File: config.mk
export PLATFORM = sky130hd
export DESIGN_NAME = tppe_match_scheduler
export DESIGN_NICKNAME = d
export VERILOG_FILES = /design/src/rtl/tppe_match_scheduler.sv
export SDC_FILE = /design/constraint.sdc
export NUM_CORES = 1
export LEC_CHECK = 0
export BUFFER_PORTS_ARGS = -buffer_cell sky130_fd_sc_hd__buf_2
export CORE_MARGIN = 2
export CORE_UTILIZATION = 51
export DETAILED_ROUTE_END_ITERATION = 7
export GPL_ROUTABILITY_DRIVEN = 0
export MAX_ROUTING_LAYER = met4
export PLACE_DENSITY_LB_ADDON = 0.3
export SLEW_MARGIN = 20
export SYNTH_ARGS = -nofsm -noshare
export SYNTH_HDL_FRONTEND = slang
export SYNTH_SLANG_ARGS = --single-unit
File: constraint.sdc
create_clock -name clk -period 6.49 [get_ports clk]
set_input_delay 0.9735 -clock clk [delete_from_list [all_inputs] [get_ports clk]]
set_output_delay 0.9735 -clock clk [all_outputs]
set_load 0.01 [all_outputs]
File: src/rtl/tppe_match_scheduler.sv
// tppe_match_scheduler: scans NUM_NEURONS weight patterns against one latched
// input spike pattern and emits a popcount(pattern & weight) score per neuron
// over a valid/ready interface, followed by a one-cycle done pulse per frame.
//
// Optional feature macro: ZERO_SKIP_EN
//   When defined, neurons whose score is zero are not emitted; the scan still
//   visits every neuron and done still pulses once per frame.

// Combinational popcount of the bitwise AND of two spike patterns.
module pattern_matcher #(
  parameter int T_WINDOW = 16,
  parameter int SCORE_W  = $clog2(T_WINDOW + 1)
) (
  input  logic [T_WINDOW-1:0] pattern,
  input  logic [T_WINDOW-1:0] weight,
  output logic [SCORE_W-1:0]  score
);

  logic [T_WINDOW-1:0] overlap;

  assign overlap = pattern & weight;

  // Count coincident spikes; SCORE_W holds T_WINDOW so a full match cannot wrap.
  always_comb begin
    score = '0;
    for (int i = 0; i < T_WINDOW; i++) begin
      score = score + SCORE_W'(overlap[i]);
    end
  end

endmodule

module tppe_match_scheduler #(
  parameter int T_WINDOW    = 16,
  parameter int NUM_NEURONS = 8,
  parameter int IDX_W       = (NUM_NEURONS > 1) ? $clog2(NUM_NEURONS) : 1,
  parameter int SCORE_W     = $clog2(T_WINDOW + 1)
) (
  input  logic                clk,
  input  logic                rst,
  input  logic                in_valid,
  output logic                in_ready,
  input  logic [T_WINDOW-1:0] in_pattern,
  output logic                wt_rd_en,
  output logic [IDX_W-1:0]    wt_rd_addr,
  input  logic [T_WINDOW-1:0] wt_rd_data,
  output logic                out_valid,
  input  logic                out_ready,
  output logic [IDX_W-1:0]    out_idx,
  output logic [SCORE_W-1:0]  out_score,
  output logic                done
);

  // Reject configurations outside the supported neuron count at elaboration.
  generate
    if (NUM_NEURONS < 1 || NUM_NEURONS > 256) begin : g_bad_num_neurons
      $error("tppe_match_scheduler: NUM_NEURONS must be in 1..256");
    end
  endgenerate

  localparam logic [IDX_W-1:0] LAST_IDX = IDX_W'(NUM_NEURONS - 1);

  typedef enum logic [2:0] {
    IDLE,
    READ,
    MATCH,
    EMIT,
    DONE
  } state_t;

  state_t               state;
  logic [IDX_W-1:0]     index;
  logic [IDX_W-1:0]     next_index;
  logic [T_WINDOW-1:0]  pattern_q;
  logic [SCORE_W-1:0]   match_score;
  logic                 is_last;

  assign next_index = index + 1'b1;
  assign is_last    = (index == LAST_IDX);

  // The weight word returned by memory is only meaningful during MATCH,
  // which is exactly the cycle the score is captured.
  pattern_matcher #(
    .T_WINDOW (T_WINDOW),
    .SCORE_W  (SCORE_W)
  ) u_matcher (
    .pattern (pattern_q),
    .weight  (wt_rd_data),
    .score   (match_score)
  );

  // Frame sequencer: every output is registered and updated alongside the state.
  always_ff @(posedge clk) begin
    if (rst) begin
      state      <= IDLE;
      index      <= '0;
      pattern_q  <= '0;
      in_ready   <= 1'b1;
      wt_rd_en   <= 1'b0;
      wt_rd_addr <= '0;
      out_valid  <= 1'b0;
      out_idx    <= '0;
      out_score  <= '0;
      done       <= 1'b0;
    end else begin
      wt_rd_en <= 1'b0;
      done     <= 1'b0;

      case (state)
        IDLE: begin
          if (in_valid) begin
            pattern_q  <= in_pattern;
            index      <= '0;
            in_ready   <= 1'b0;
            wt_rd_en   <= 1'b1;
            wt_rd_addr <= '0;
            state      <= READ;
          end
        end

        READ: begin
          state <= MATCH;
        end

        MATCH: begin
`ifdef ZERO_SKIP_EN
          if (match_score == '0) begin
            if (is_last) begin
              done  <= 1'b1;
              state <= DONE;
            end else begin
              index      <= next_index;
              wt_rd_en   <= 1'b1;
              wt_rd_addr <= next_index;
              state      <= READ;
            end
          end else
`endif
          begin
            out_score <= match_score;
            out_idx   <= index;
            out_valid <= 1'b1;
            state     <= EMIT;
          end
        end

        EMIT: begin
          if (out_ready) begin
            out_valid <= 1'b0;
            if (is_last) begin
              done  <= 1'b1;
              state <= DONE;
            end else begin
              index      <= next_index;
              wt_rd_en   <= 1'b1;
              wt_rd_addr <= next_index;
              state      <= READ;
            end
          end
        end

        DONE: begin
          in_ready <= 1'b1;
          state    <= IDLE;
        end

        default: begin
          in_ready  <= 1'b1;
          out_valid <= 1'b0;
          state     <= IDLE;
        end
      endcase
    end
  end

endmodule
==> flow_summary.json <==
{
  "min_period_ns": 4.66,
  "fmax_mhz": 214,
  "synth_edf_count": 0,
  "syn-num-nets": 253,
  "r2r_slack_ns": 2.26,
  "dr.pass1.iters": 4,
  "area_delta_synth_final_pct": 17.5,
  "clkTransAtPathRegs_ns": 0.11,
  "slew_headroom": 0.474,
  "ir_worst_vdd_v": 0.000151,
  "drv_slew": 0,
  "critical_path_arrival_ns": 4.87,
  "yosysTopAreaCell": "dfxtp_1",
  "postSynthCellCount": 200,
  "p_per_area_nw_per_um2": 224,
  "io_pins": 51,
  "fin_setup_tns_ns": 0,
  "clkPwrFrac": 0.322,
  "start_kind": "primary input",
  "numPortBuffers": 50,
  "cp_max_fo": 2,
  "cap_violations": 0,
  "numCtsBuffers": 5,
  "root_buffer": "clkbuf_4",
  "dominantRegCellSynth": "dfxtp_1",
  "endpoint": "out_score[4]",
  "cts_num_sinks": 34,
  "htree_levels": 2,
  "grt_first_pass_wirelength_um": 5630,
  "coreArea_um2": 3340,
  "rr_startpoint": "pattern_q[1]",
  "crit_required_ns": 6.70,
  "avgViaCountPerCell": 4.97,
  "clock_latency_ns": 0.33,
  "end_kind": "flip-flop",
  "p_int_mw": 0.339,
  "yosys_warnings": 0,
  "initialDrtViolationCount": 38,
  "rsz0062_at_grt": "no",
  "r2r_end": "out_score[4]",
  "ys_seq_area_frac": 0.386,
  "die_h_um": 62.8,
  "fin_nets": 298,
  "switching_power_mw": 0.125,
  "worstSetupPathType": "primary input to flip-flop",
  "start_util": 0.529,
  "final_util": 0.622,
  "place_hpwl_um": 2510,
  "die_area_um2": 3950,
  "min-delay-start": "pattern_q[7]",
  "synthArstFlopShare": 0,
  "ys_types": 36,
  "p_comb_frac": 0.180,
  "synth_common_cells": "nand2_1, dfxtp_1, a21oi_1",
  "grt_overflow": 0,
  "final_antenna_net_count": 0,
  "grt_pass1_vias": 1342,
  "cts_tree": "built",
  "max_slew.worst_pin.slew_ns": 0.785,
  "rows": 21,
  "p_leak_nw": 0.965,
  "rr_worst_depth": 13,
  "pwr-share-seq": 0.498,
  "finalCritPeriodShare": 0.718,
  "hp-class": "flip-flop to flip-flop",
  "avgSynthCellArea_um2": 8.83,
  "setup_viol": 0,
  "diodes": 0,
  "antenna_found_initial": 0,
  "hold_viol_final": 0,
  "post_cts_buffers": 0,
  "ys_ff_latch": 34,
  "yosys.cell_count.top_type": "nand2_1",
  "routedWlPerCell_um": 11.5,
  "die_x_um": 62.8,
  "cts_hold_buf": 0,
  "wirelength_um": 3340,
  "outcome": "completed",
  "cts_buffer_depth": 2,
  "skew_ns": 0.00987,
  "cts_resized": 0,
  "track_usage": 0.185,
  "synth_area_um2": 1770,
  "grt_max_degree": 34,
  "drive_above_1_share": 0.260,
  "synth_top_area_share": 0.386,
  "cp-startpoint": "wt_rd_data[0]",
  "route.detailed.drc": 0,
  "yosys-top-cells-area": "dfxtp_1, fa_1, nand2_1",
  "via_count": 1450,
  "swShare": 0.269
}
sequential cells by signal (all words and copies together) (netlist names), 3 cells and up:
register	cells
state	3
index	3
out_score	5
pattern_q	16
out_idx	3
layout by cell type, fill, tap and decap left out:
cell type and n:
and2_1 12, a2111o_1 1, nor2b_1 1, clkbuf_4 5, inv_1 10, a21o_2 1
and3_2 1, nor3b_2 1, ha_1 7, nand2b_1 2, buf_2 50, nor4b_4 1
nand3b_1 2, a211o_1 1, a2bb2oi_1 1, or3b_1 1, nand4b_1 1, nand3_1 5
nand4_1 1, fa_1 10, nor2_1 5, a32oi_1 2, a211oi_1 2, a21boi_0 1
or4b_4 1, bufinv_16 1, a21oi_1 28, nor3_1 1, dfxtp_1 34, o21ai_0 1
a21o_1 1, and3_1 2, xnor2_1 1, nand2_1 49, clkinv_2 2, or3b_2 1
final cells by class:
class	instances	area [um^2]
fillers	310	1260
inverters	10	37.5
multi-input cells	144	971
repair buffers	50	250
flip-flops and latches	34	681
well taps	46	57.6
clock buffers	5	37.5
clock inverters	3	40.0
cell families (layout without fill, tap and decap cells):
family / after synthesis / after routing / synth area share
AOI/OAI and AO/OA: 39 / 39 / 0.130
adders and majority gates: 17 / 17 / 0.163
buffers and inverters: 22 / 68 / 0.0645
and+or+nand+nor: 87 / 87 / 0.252
xor gates and xnor gates: 1 / 1 / 0.00496
DFF: 34 / 34 / 0.386
through the flow:
| step | hold WS [ns] | cells | instance area [um^2] | worst slack, ns | power, mW |
|---|---|---|---|---|---|
| after CTS | 0.456 | 292 | 2070 | 1.81 | 0.472 |
| after detailed placement | 0.442 | 284 | 2000 | 1.45 | 0.321 |
| after global placement | 0.438 | 284 | 2000 | 1.48 | 0.320 |
| after floorplan | 0.432 | 200 | 1770 | 1.69 | 0.299 |
| after global routing | 0.475 | 292 | 2070 | 1.65 | 0.498 |
| final | 0.453 | 292 | 2070 | 1.83 | 0.464 |
power groups by stage:
stage               Combinational (mW)  Sequential, mW  Clock [mW]
CTS                             0.0860           0.231       0.155
finish                          0.0837           0.231       0.150
global route                    0.0980           0.233       0.167
global placement                0.0842           0.236           0
detailed placement              0.0855           0.236           0
floorplan                       0.0653           0.233           0
how the worst min path moves through the flow:
stage                    to  cells after the start
3_3_place_gp   pattern_q[8]                      2
4_1_cts        pattern_q[7]                      2
6_report       pattern_q[7]                      2
3_5_place_dp   pattern_q[7]                      2
2_1_floorplan  pattern_q[0]                      2
5_1_grt        pattern_q[7]                      2
layer usage:
| metal | wire length, um | vias up | track usage |
|---|---|---|---|
| li1 | - | 751 | - |
| met1 | 1510 | 655 | 0.212 |
| met2 | 1580 | 38 | 0.309 |
| met3 | 200 | 6 | 0.0559 |
| met4 | 49 | 0 | 0.0583 |
| met5 | 0 | - | - |
worst max-delay path, cell delays in order:
cell,delay [ns]
buf_2,0.09
and2_1,0.15
ha_1,0.27
inv_1,0.05
fa_1,0.50
fa_1,0.53
fa_1,0.55
inv_1,0.05
fa_1,0.50
fa_1,0.47
fa_1,0.41
a21o_1,0.19
nand3_1,0.07
a21oi_1,0.06
Power figures use the tool's default switching activity.
